[config.mk]
export PLATFORM = sky130hd
export DESIGN_NAME = mc_controller
export DESIGN_NICKNAME = d
export VERILOG_FILES = /design/src/rtl/mc_controller.sv
export SDC_FILE = /design/constraint.sdc
export NUM_CORES = 1
export LEC_CHECK = 0
export CAP_MARGIN = 10
export CORE_ASPECT_RATIO = 0.9
export CORE_MARGIN = 8
export CORE_UTILIZATION = 40
export CTS_CLUSTER_DIAMETER = 60
export DETAILED_ROUTE_END_ITERATION = 7
export PLACE_DENSITY = 0.67
export SKIP_LAST_GASP = 1
export SLEW_MARGIN = 40
export SYNTH_ARGS = -nofsm -noshare
export SYNTH_HDL_FRONTEND = slang
export SYNTH_SLANG_ARGS = --single-unit
[constraint.sdc]
create_clock -name clk_i -period 5.5 [get_ports clk_i]
set_input_delay 0.825 -clock clk_i [delete_from_list [all_inputs] [get_ports clk_i]]
set_output_delay 0.825 -clock clk_i [all_outputs]
set_load 0.05 [all_outputs]
[src/rtl/mc_controller.sv]
// Multi-cycle RV32I(M) control FSM: fetch/decode/execute/memory/writeback
// sequencing with an ack-wait timeout, sticky trap and retire counter.
module mc_controller #(
  parameter int SUPPORT_M      = 0,
  parameter int TIMEOUT_CYCLES = 255
) (
  input  logic        clk_i,
  input  logic        rst_i,
  output logic        imem_req_o,
  input  logic        imem_ack_i,
  input  logic [31:0] inst_i,
  input  logic        dmem_ack_i,
  input  logic        md_done_i,
  input  logic        br_eq_i,
  input  logic        br_lt_i,
  input  logic        br_ge_i,
  output logic [31:0] ir_o,
  output logic        pc_we_o,
  output logic        pc_sel_o,
  output logic        reg_we_o,
  output logic        a_sel_o,
  output logic        b_sel_o,
  output logic        mem_re_o,
  output logic        mem_we_o,
  output logic        br_un_o,
  output logic [1:0]  wb_sel_o,
  output logic [2:0]  imm_sel_o,
  output logic [3:0]  alu_sel_o,
  output logic        md_start_o,
  output logic [2:0]  md_sel_o,
  output logic        illegal_o,
  output logic        timeout_o,
  output logic [2:0]  state_o,
  output logic        retire_o,
  output logic [31:0] instret_o
);

  typedef enum logic [2:0] {
    FETCH = 3'd0, DECODE = 3'd1, EXEC = 3'd2, MEM = 3'd3,
    WB = 3'd4, MDWAIT = 3'd5, TRAP = 3'd6
  } state_t;

  localparam logic [6:0] OP_LUI = 7'b0110111, OP_AUIPC = 7'b0010111, OP_JAL = 7'b1101111,
                         OP_JALR = 7'b1100111, OP_BR = 7'b1100011, OP_LD = 7'b0000011,
                         OP_ST = 7'b0100011, OP_IMM = 7'b0010011, OP_REG = 7'b0110011;

  localparam logic [3:0] ALU_AND = 4'b0000, ALU_OR = 4'b0001, ALU_ADD = 4'b0010,
                         ALU_SUB = 4'b0011, ALU_SLT = 4'b0100, ALU_SL12 = 4'b0110,
                         ALU_XOR = 4'b0111, ALU_SLL = 4'b1000, ALU_SRL = 4'b1001,
                         ALU_AUIPC = 4'b1010, ALU_SLTU = 4'b1011, ALU_SRA = 4'b1100,
                         ALU_NOP = 4'b1111;

  localparam bit          TIMEOUT_EN = (TIMEOUT_CYCLES != 0);
  localparam logic [31:0] WAIT_LIMIT = 32'(TIMEOUT_CYCLES - 1);
  localparam bit          M_EN       = (SUPPORT_M != 0);

  state_t      state, state_d;
  logic [31:0] wait_cnt;
  logic [6:0]  opcode, funct7;
  logic [2:0]  funct3;
  logic        is_load, is_store, is_branch, is_jump, is_m;
  logic        illegal_inst, taken, limit_hit;

  assign opcode    = ir_o[6:0];
  assign funct3    = ir_o[14:12];
  assign funct7    = ir_o[31:25];
  assign is_load   = (opcode == OP_LD);
  assign is_store  = (opcode == OP_ST);
  assign is_branch = (opcode == OP_BR);
  assign is_jump   = (opcode == OP_JAL) || (opcode == OP_JALR);
  assign is_m      = M_EN && (opcode == OP_REG) && (funct7 == 7'b0000001);
  assign limit_hit = TIMEOUT_EN && (wait_cnt == WAIT_LIMIT);
  assign state_o   = state;

  // Legality check over the latched instruction word.
  always_comb begin
    illegal_inst = 1'b0;
    unique case (opcode)
      OP_LUI, OP_AUIPC, OP_JAL, OP_JALR: illegal_inst = 1'b0;
      OP_BR:  illegal_inst = (funct3 == 3'b010) || (funct3 == 3'b011);
      OP_LD:  illegal_inst = (funct3 == 3'b011) || (funct3 == 3'b110) || (funct3 == 3'b111);
      OP_ST:  illegal_inst = (funct3 > 3'b010);
      OP_IMM: begin
        if (funct3 == 3'b001)
          illegal_inst = (funct7 != 7'b0000000);
        else if (funct3 == 3'b101)
          illegal_inst = (funct7 != 7'b0000000) && (funct7 != 7'b0100000);
      end
      OP_REG: illegal_inst = !((funct7 == 7'b0000000) ||
                               ((funct7 == 7'b0100000) && ((funct3 == 3'b000) || (funct3 == 3'b101))) ||
                               (M_EN && (funct7 == 7'b0000001)));
      default: illegal_inst = 1'b1;
    endcase
  end

  always_comb begin
    unique case (funct3)
      3'b000:  taken = br_eq_i;
      3'b001:  taken = !br_eq_i;
      3'b100:  taken = br_lt_i;
      3'b101:  taken = br_ge_i;
      3'b110:  taken = br_lt_i;
      3'b111:  taken = !br_lt_i;
      default: taken = 1'b0;
    endcase
  end

  // Static datapath selects depend only on the latched instruction.
  always_comb begin
    alu_sel_o = ALU_NOP;
    imm_sel_o = 3'b111;
    wb_sel_o  = 2'b01;
    a_sel_o   = is_branch || (opcode == OP_JAL) || (opcode == OP_AUIPC);
    b_sel_o   = (opcode != OP_REG);
    br_un_o   = is_branch && funct3[1];
    md_sel_o  = is_m ? funct3 : 3'b000;
    unique case (opcode)
      OP_REG, OP_IMM: begin
        imm_sel_o = (opcode == OP_IMM) ? 3'b000 : 3'b111;
        wb_sel_o  = is_m ? 2'b11 : 2'b01;
        if (!is_m) begin
          unique case (funct3)
            3'b000:  alu_sel_o = (opcode == OP_REG && funct7[5]) ? ALU_SUB : ALU_ADD;
            3'b001:  alu_sel_o = ALU_SLL;
            3'b010:  alu_sel_o = ALU_SLT;
            3'b011:  alu_sel_o = ALU_SLTU;
            3'b100:  alu_sel_o = ALU_XOR;
            3'b101:  alu_sel_o = funct7[5] ? ALU_SRA : ALU_SRL;
            3'b110:  alu_sel_o = ALU_OR;
            default: alu_sel_o = ALU_AND;
          endcase
        end
      end
      OP_LUI:   begin alu_sel_o = ALU_SL12;  imm_sel_o = 3'b011; end
      OP_AUIPC: begin alu_sel_o = ALU_AUIPC; imm_sel_o = 3'b011; end
      OP_JAL:   begin alu_sel_o = ALU_ADD;   imm_sel_o = 3'b001; wb_sel_o = 2'b10; end
      OP_JALR:  begin alu_sel_o = ALU_ADD;   imm_sel_o = 3'b000; wb_sel_o = 2'b10; end
      OP_BR:    begin alu_sel_o = ALU_ADD;   imm_sel_o = 3'b100; end
      OP_LD:    begin alu_sel_o = ALU_ADD;   imm_sel_o = 3'b000; wb_sel_o = 2'b00; end
      OP_ST:    begin alu_sel_o = ALU_ADD;   imm_sel_o = 3'b010; end
      default: ;
    endcase
  end

  // Next-state and strobes; an ack always takes priority over the timeout.
  always_comb begin
    state_d    = state;
    imem_req_o = 1'b0;
    pc_we_o    = 1'b0;
    pc_sel_o   = 1'b0;
    reg_we_o   = 1'b0;
    mem_re_o   = 1'b0;
    mem_we_o   = 1'b0;
    md_start_o = 1'b0;
    unique case (state)
      FETCH: begin
        imem_req_o = 1'b1;
        if (imem_ack_i)     state_d = DECODE;
        else if (limit_hit) state_d = TRAP;
      end
      DECODE: state_d = illegal_inst ? TRAP : EXEC;
      EXEC: begin
        if (is_branch) begin
          pc_we_o  = 1'b1;
          pc_sel_o = taken;
          state_d  = FETCH;
        end else if (is_load || is_store) begin
          state_d = MEM;
        end else if (is_m) begin
          md_start_o = 1'b1;
          state_d    = MDWAIT;
        end else begin
          state_d = WB;
        end
      end
      MEM: begin
        mem_re_o = is_load;
        mem_we_o = is_store;
        if (dmem_ack_i) begin
          if (is_load) state_d = WB;
          else begin
            pc_we_o = 1'b1;
            state_d = FETCH;
          end
        end else if (limit_hit) begin
          state_d = TRAP;
        end
      end
      MDWAIT: if (md_done_i) state_d = WB;
      WB: begin
        reg_we_o = (ir_o[11:7] != 5'd0);
        pc_we_o  = 1'b1;
        pc_sel_o = is_jump;
        state_d  = FETCH;
      end
      TRAP:    state_d = TRAP;
      default: state_d = FETCH;
    endcase
    retire_o = (state_d == FETCH) && (state inside {EXEC, MEM, WB});
    if (rst_i) begin
      imem_req_o = 1'b0;
      pc_we_o    = 1'b0;
      reg_we_o   = 1'b0;
      mem_re_o   = 1'b0;
      mem_we_o   = 1'b0;
      md_start_o = 1'b0;
      retire_o   = 1'b0;
    end
  end

  always_ff @(posedge clk_i or posedge rst_i) begin
    if (rst_i) state <= FETCH;
    else       state <= state_d;
  end

  always_ff @(posedge clk_i or posedge rst_i) begin
    if (rst_i) begin
      ir_o      <= 32'h0000_0013;
      instret_o <= 32'd0;
      wait_cnt  <= 32'd0;
      illegal_o <= 1'b0;
      timeout_o <= 1'b0;
    end else begin
      if (state == FETCH && imem_ack_i) ir_o <= inst_i;
      if (retire_o) instret_o <= instret_o + 32'd1;
      if ((state_d != state) && (state_d == FETCH || state_d == MEM))
        wait_cnt <= 32'd0;
      else if ((state == FETCH && !imem_ack_i) || (state == MEM && !dmem_ack_i))
        wait_cnt <= wait_cnt + 32'd1;
      if (state == DECODE && illegal_inst) illegal_o <= 1'b1;
      if ((state == FETCH || state == MEM) && state_d == TRAP) timeout_o <= 1'b1;
    end
  end

endmodule

Yosys cells after proc, flatten, opt, wreduce, memory -nomap -nowiden
Index checks and enable logic that the tools add are counted.
{"block": "op_classes", "n_addsub": 2, "magnitude_cmp": 1, "n_eq_ne": 29, "n_mux": 38, "n_reduce_logical": 43}
{"op": "$add 32x1->32 const B", "count": 2}
{"op": "$mux 32", "count": 2}
{"op": "$pmux 3 s6", "count": 2}
{"op": "$eq 32x8->1 const B", "count": 1}
{"op": "$mux 3", "count": 10}
{"op": "$eq 7x6->1 const B", "count": 4}
{"op": "$pmux 4 s7", "count": 1}
{"op": "$eq 3x3->1 const B", "count": 8}
{"op": "$eq 7x7->1 const B", "count": 3}
{"op": "$mux 1", "count": 17}
{"op": "$pmux 4 s4", "count": 1}
{"op": "$eq 3x2->1 const B", "count": 5}
{"op": "$eq 7x5->1 const B", "count": 2}
{"op": "$ne 7x6->1 const B", "count": 2}
{"op": "$logic_or 1x1->1", "count": 12}
{"op": "$logic_and 1x1->1", "count": 11}
{"op": "$reduce_or 2->1", "count": 5}
{"op": "$logic_not 3->1", "count": 3}
{"op": "$eq 7x2->1 const B", "count": 1}
{"op": "$logic_not 7->1", "count": 1}
{"op": "$reduce_bool 7->1", "count": 1}
{"op": "$eq 3x1->1 const B", "count": 2}
{"op": "$pmux 1 s6", "count": 1}
{"op": "$logic_not 1->1", "count": 5}
{"op": "11 further kinds", "count": 11}
{"block": "word_totals", "ff_bits": 101, "output_inout_bits": 92, "word_cells": 119}

Logic depth before layout (Yosys ltp)
Gate-level depths: netlist of the first run.
{"block": "logic_depth", "word_depth": 12, "mapped_depth": 9, "ltp_nobuf": 8}

Least setup slack after synthesis of the first run
Ideal clock, no wire load.
{"block": "synth_timing", "kind": "in2out", "from": "input rst_i", "to": "output pc_we_o", "arrival_ns": 4.715, "setup_slack_ns": -0.040, "stages": 3, "path_cell_list": "inv_1 > o21ai_0 > a211oi_1"}
{"block": "synth_between", "elab_chain_cells": 1}
{"item": "start, declared", "line": "8", "source": "input logic rst_i,"}
{"item": "$mux 1", "line": "200", "source": "if (rst_i) begin"}
{"item": "end, declared", "line": "18", "source": "output logic pc_we_o,"}
Every way passes these cells.

Final worst setup path of the first run
{"block": "layout_timing", "from": "input dmem_ack_i", "to": "output retire_o"}
{"block": "layout_between", "elab_chain_cells": 5}
{"item": "start, declared", "line": "12", "source": "input logic dmem_ack_i,"}
{"item": "$mux 3", "line": "179", "source": "if (dmem_ack_i) begin"}
{"item": "$pmux 3 s6", "line": "155", "source": "unique case (state)"}
{"item": "$logic_not 3->1", "line": "199", "source": "retire_o = (state_d == FETCH) && (state inside {EXEC, MEM, WB});"}
{"item": "$logic_and 1x1->1", "line": "199"}
{"item": "$mux 1", "line": "200"}
{"item": "end, declared", "line": "34", "source": "output logic retire_o,"}
Every way passes these cells.

==> qor.txt, run 1 <==
status - finished, final reports clean
Synth Instances - 530
Final Wtd Congestion - 0.894
area occupied by multi-input gates - 2640 µm²
H-tree depth - 3
cts hold-fix bufs - 0
1st-pass router iterations - 4
clk root buf - clkbuf_16
Setup CP Type - primary input to output port
fin crit share - 76.8%
CP Launch Point - dmem_ack_i
CP max stage delay - 0.86 ns
Pleak - 2.88 nW
CTS sink count - 101
DIE AREA - 17,300 µm²
reg-to-reg slack, setup - 2.68 ns
HPWL Detailed - 10,600 µm
initial antenna violation count - 0
ys flop type - dfrtp_1
cts bufs inserted - 9
RSZ-0062 raised after global routing - no
sequential share of the synthesized area - 47.3%
clock skew - 0.00840 ns
CTS clk-pin slew, worst paths - 0.07 ns
HP Start - instret_o[31]
final setup vio count - 0
Via-to-Cell Ratio - 5.47
sum of negative setup slack - 0 ns
core area - 13,200 µm²
Final Cell Area - 7050 µm²
most common cell after layout, fill and taps aside - clkdlybuf4s50_1
# rows - 40
Critical Path RT - 4.68 ns
Die W - 138 µm
Power, Total - 0.00350 W
nets - 691
post-CTS sizing - 0
Power Internal - 0.00183 W
Logic pwr share - 48.8%
Boundary Pins - 132
top post-synthesis cells by area - dfrtp_1 (46%), xnor2_1 (5.6%), mux2_2 (5.5%)
postcts setup bufs - 0
crit-path most repeated cell - clkdlybuf4s50_1
min cycle time layout - 4.22 ns
switching share of total power - 47.7%
GRT Util Overall - 17.2%
GR Overflow Total - 0
crit path max fanout - 21
drt wl/cell - 17.7 µm
Post-DP Area - 6750 µm²
Max Cap Viol - 0
r2r worst-path depth - 7
Final Max Slew Viols - 0
CTS tree - built
Worst-Margin Slew - 0.714 ns
DRC Markers - 0
worst skew pair latency - 0.35 ns
most frequent cells in the layout - clkdlybuf4s50_1 (127), dfrtp_1 (98), nor2_1 (46)
CP max-delay cell - clkdlybuf4s50_1
share of cells above drive strength 1 - 10.6%
via count - 4,493
largest net degree at the start of global routing - 63
Starting Density - 40.5%
clock tree buffer depth - 2
CP arrival - 3.40 ns
Peak supply drop - 0.000452 V
final wirelength - 14,500 µm
Mapped Area - 5350 µm²
Finished Layout Cells - 821
dpl cells - 805
async set-reset flop share out of synthesis - 100%
antenna diode count - 0
pwr dens - 497 nW/µm²
pre-CTS WS - 1.29 ns
cell taking the most area after synthesis - dfrtp_1
Hold Path Class - register to register
Synth cell types - 64
Mean Syn Cell Area - 10.1 µm²
Die Height - 126 µm
Hold Crit Depth - 1
clock power share - 17.9%
top cell type's share of synthesized area - 45.8%
vias in the first global route - 4,504
final worst-path setup slack - 1.28 ns
number of synthesized register bits - 101
sequential share of power - 33.3%
Startpoint Class - primary input
P&R area growth vs syn - 31.6%
reg2reg start - ir_o[3]
warnings from Yosys - 0
CP Cell Sequence - clkdlybuf4s50_1 -> nand3b_1 -> a21oi_4 -> or2_1 -> a211oi_2 -> buf_4 -> clkdlybuf4s50_1
first-pass GRT wire length - 24,000 µm
sequential standard cell area - 2530 µm²
final-report hold violation count - 0
# port buffers - 127
fillcell total - 1,218
r2r endpoint - wait_cnt[1]
nature of the critical path endpoint - output port
P_sw - 0.00167 W
achievable clock frequency - 237 MHz
DR iter-0 viols - 316
Hold Path Sink - instret_o[31]
Post-DRT Antenna Nets - 0
worst rel slew slack - 52.1%
Post-synth EDFFs - 0
-- stage by stage --
stage               hold WS (ns)  util, %
global placement           0.445     51.1
floorplan                  0.511        -
finish                     0.473     53.3
CTS                        0.480     53.3
global route               0.494     53.3
detailed placement         0.458     51.1
-- power by group through the flow --
stage,clock network [W],registers [W],logic [W]
floorplan,0,0.00157,0.000764
global placement,0,0.00117,0.00171
detailed placement,0,0.00118,0.00172
CTS,0.000649,0.00116,0.00173
global route,0.000677,0.00120,0.00181
finish,0.000627,0.00117,0.00171
-- sequential cells by signal (all words and copies together), names as in the netlist --
register   count
illegal_o      1
instret_o     32
ir_o          32
state_o        3
timeout_o      1
wait_cnt      32
-- layout make-up --
cell class	instances	share of cell area, %
inverter	15	0.852
clock inverter	7	0.959
clock buffer	9	3.20
sequential	101	35.9
multi-input combinational	389	37.5
tap	168	2.98
timing repair buffer	132	18.6
-- layer usage --
metal,share of wire [%],track usage [%]
met4,2.2,6.44
met2,49,26.8
met3,4.8,4.77
met5,0,0
met1,44,22.1
-- cell families (layout without fill, tap and decap cells) --
family	count (synthesis)	in the layout	synth area share [%]
compound gates	58	58	8.44
other cells	1	4	0.0701
simple gates	232	232	23.3
xor+xnor	64	64	10.5
fa+ha+maj	3	3	0.701
flops	101	101	47.3
mux	28	28	5.84
buf+inv	43	163	3.90
-- worst max-delay path: cells and delay by family --
kind                   cells  cell delay, ns
and+or+nand+nor            2            0.53
AOI/OAI and AO/OA          2            0.32
buffers and inverters      3            1.71
-- synth_stat cells, types with 17 or more instances --
cell type	number
nand4_1	22
nor3_1	24
o21ai_0	17
dfrtp_1	98
nand2_1	44
xor2_1	30
xnor2_1	34
nor4_1	17
nor2_1	46
nand3_1	24
mux2_2	26
-- worst max path at each step --
stage / to
after floorplan: pc_we_o
after global placement: retire_o
after detailed placement: retire_o
after CTS: retire_o
after global routing: retire_o
final: retire_o
Note: power is estimated with default switching activity, not from simulation.
==> run 2: changes to the inputs <==
==> constraint.sdc (replaced) <==
create_clock -name clk_i -period 4.1 [get_ports clk_i]
set_input_delay 0.615 -clock clk_i [delete_from_list [all_inputs] [get_ports clk_i]]
set_output_delay 0.615 -clock clk_i [all_outputs]
set_load 0.05 [all_outputs]
==> qor.txt, run 2 (same netlist as run 1, synthesis figures left out) <==
Hold WS - 0.469 ns (-0.00416 ns)
CP Cell Sequence - nand3b_1 -> a21oi_1 -> o21ai_0 -> a311o_1 -> clkdlybuf4s50_1
clk root buf - clkbuf_16
CP max-delay cell - clkdlybuf4s50_1
cts bufs inserted - 9 (unchanged)
fin crit share - 84.9%
worst skew pair latency - 0.36 ns (about the same)
# rows - 40 (unchanged)
status - finished, final reports clean
Via-to-Cell Ratio - 5.47 (about the same)
Worst-Margin Slew - 0.740 ns (+0.0262 ns)
switching share of total power - 46.7% (-0.98 points)
Peak supply drop - 0.000446 V (-1.4%)
clock power share - 18.8% (+0.9 points)
RSZ-0062 raised after global routing - no
share of cells above drive strength 1 - 11.1% (+0.58 points)
reg2reg start - state_o[2]
Die Height - 126 µm (unchanged)
cts hold-fix bufs - 0 (unchanged)
Max Cap Viol - 0 (unchanged)
crit path max fanout - 7 (-67%)
Regs by FF count - instret_o (32), ir_o (32), wait_cnt (32)
DIE AREA - 17,300 µm² (unchanged)
CP arrival - 2.87 ns (-0.53 ns)
Hold Path Class - register to register
worst rel slew slack - 50.3% (-1.8 points)
Final Max Slew Viols - 0 (unchanged)
Critical Path RT - 3.48 ns (-1.20 ns)
Die W - 138 µm (unchanged)
Starting Density - 40.5% (unchanged)
nature of the critical path endpoint - output port
first-pass GRT wire length - 23,900 µm (-0.20%)
final-report hold violation count - 0 (unchanged)
P&R area growth vs syn - 32.7%
P_sw - 0.00223 W (+34%)
final setup vio count - 0 (unchanged)
CP max stage delay - 0.82 ns (-0.04 ns)
DRC Markers - 0 (unchanged)
GRT Util Overall - 17.3% (+0.13 points)
antenna diode count - 0 (unchanged)
Logic pwr share - 48.9% (about the same)
clock skew - 0.00978 ns (+0.00138 ns)
core area - 13,200 µm² (unchanged)
most common cell after layout, fill and taps aside - clkdlybuf4s50_1
1st-pass router iterations - 5 (+1)
clock tree buffer depth - 2 (unchanged)
Post-DRT Antenna Nets - 0 (unchanged)
CTS clk-pin slew, worst paths - 0.07 ns (about the same)
GR Overflow Total - 0 (unchanged)
Startpoint Class - register
DR iter-0 viols - 315 (-0.32%)
HP Start - illegal_o
Final Wtd Congestion - 0.944 (+5.6%)
pwr dens - 673 nW/µm² (+35%)
sequential share of power - 32.3% (-1.0 points)
CP Launch Point - ir_o[4]
H-tree depth - 3 (unchanged)
Power Internal - 0.00255 W (+39%)
achievable clock frequency - 287 MHz
drt wl/cell - 17.5 µm (-0.90%)
Setup CP Type - register to output port
initial antenna violation count - 0 (unchanged)
via count - 4,500 (+0.16%)
Boundary Pins - 132 (unchanged)
postcts setup bufs - 0 (unchanged)
CTS tree - built
HPWL Detailed - 10,600 µm (+0.62%)
most frequent cells in the layout - clkdlybuf4s50_1 (125), dfrtp_1 (98), nor2_1 (46)
CTS sink count - 101 (unchanged)
sum of negative setup slack - 0 ns (unchanged)
post-CTS sizing - 0 (unchanged)
largest net degree at the start of global routing - 59 (-6.3%)
Pleak - 2.91 nW (+0.86%)
nets - 693 (+0.29%)
Final Core Density - 53.8% (+0.44 points)
vias in the first global route - 4,534 (+0.67%)
final wirelength - 14,400 µm (-0.65%)
min cycle time layout - 3.48 ns
# port buffers - 127 (unchanged)
run 2: metrics by stage:
stage / power [W] / cell area [µm²] / std cells / worst slack [ns]
6_report: 0.00478 / 7100 / 823 / 0.619
2_1_floorplan: 0.00314 / 5370 / 533 / 0.222
5_1_grt: 0.00504 / 7100 / 823 / 0.488
3_3_place_gp: 0.00388 / 6760 / 806 / 0.931
3_5_place_dp: 0.00391 / 6760 / 806 / 0.844
4_1_cts: 0.00483 / 7080 / 822 / 0.614
run 2: critical path: cells and delay by family (launching register included):
family	cells	cell delay (ns)
AO/OA/AOI/OAI	3	0.87
AND/OR/NAND/NOR	1	0.22
flip-flops	1	0.60
buffers and inverters	1	0.82
run 2: power groups by stage:
| stage | combinational (W) | sequential, W | clock (W) |
|---|---|---|---|
| floorplan | 0.00102 | 0.00211 | 0 |
| global placement | 0.00233 | 0.00154 | 0 |
| detailed placement | 0.00235 | 0.00156 | 0 |
| CTS | 0.00236 | 0.00154 | 0.000933 |
| global route | 0.00247 | 0.00159 | 0.000976 |
| finish | 0.00234 | 0.00155 | 0.000900 |
run 2: worst paths after layout:
kind                                  to  slack, ns  cells past startpoint
max                         alu_sel_o[3]       0.62                      5
min                            illegal_o       0.47                      1
max reg2reg                 instret_o[1]       1.38                      6
min reg2reg                    illegal_o       0.47                      1
max in group asynchronous  instret_o[13]       2.19                      5
min in group asynchronous        ir_o[5]       0.97                      3
run 2: metal layers:
| layer | track usage [%] | share of wire, % | vias to the layer above |
|---|---|---|---|
| li1 | - | - | 2123 |
| met5 | 0 | 0 | - |
| met3 | 5.05 | 5.3 | 25 |
| met4 | 6.70 | 2.4 | 0 |
| met2 | 27.3 | 49 | 118 |
| met1 | 21.7 | 43 | 2234 |
run 2: cell type report:
| class | instances | area (µm²) |
|---|---|---|
| clock inverters | 6 | 81.3 |
| clock buffers | 10 | 239 |
| multi-input cells | 389 | 2640 |
| repair buffers | 134 | 1340 |
| well taps | 168 | 210 |
| inverters | 15 | 60.1 |
| fillers | 1206 | 6110 |
| flip-flops and latches | 101 | 2530 |
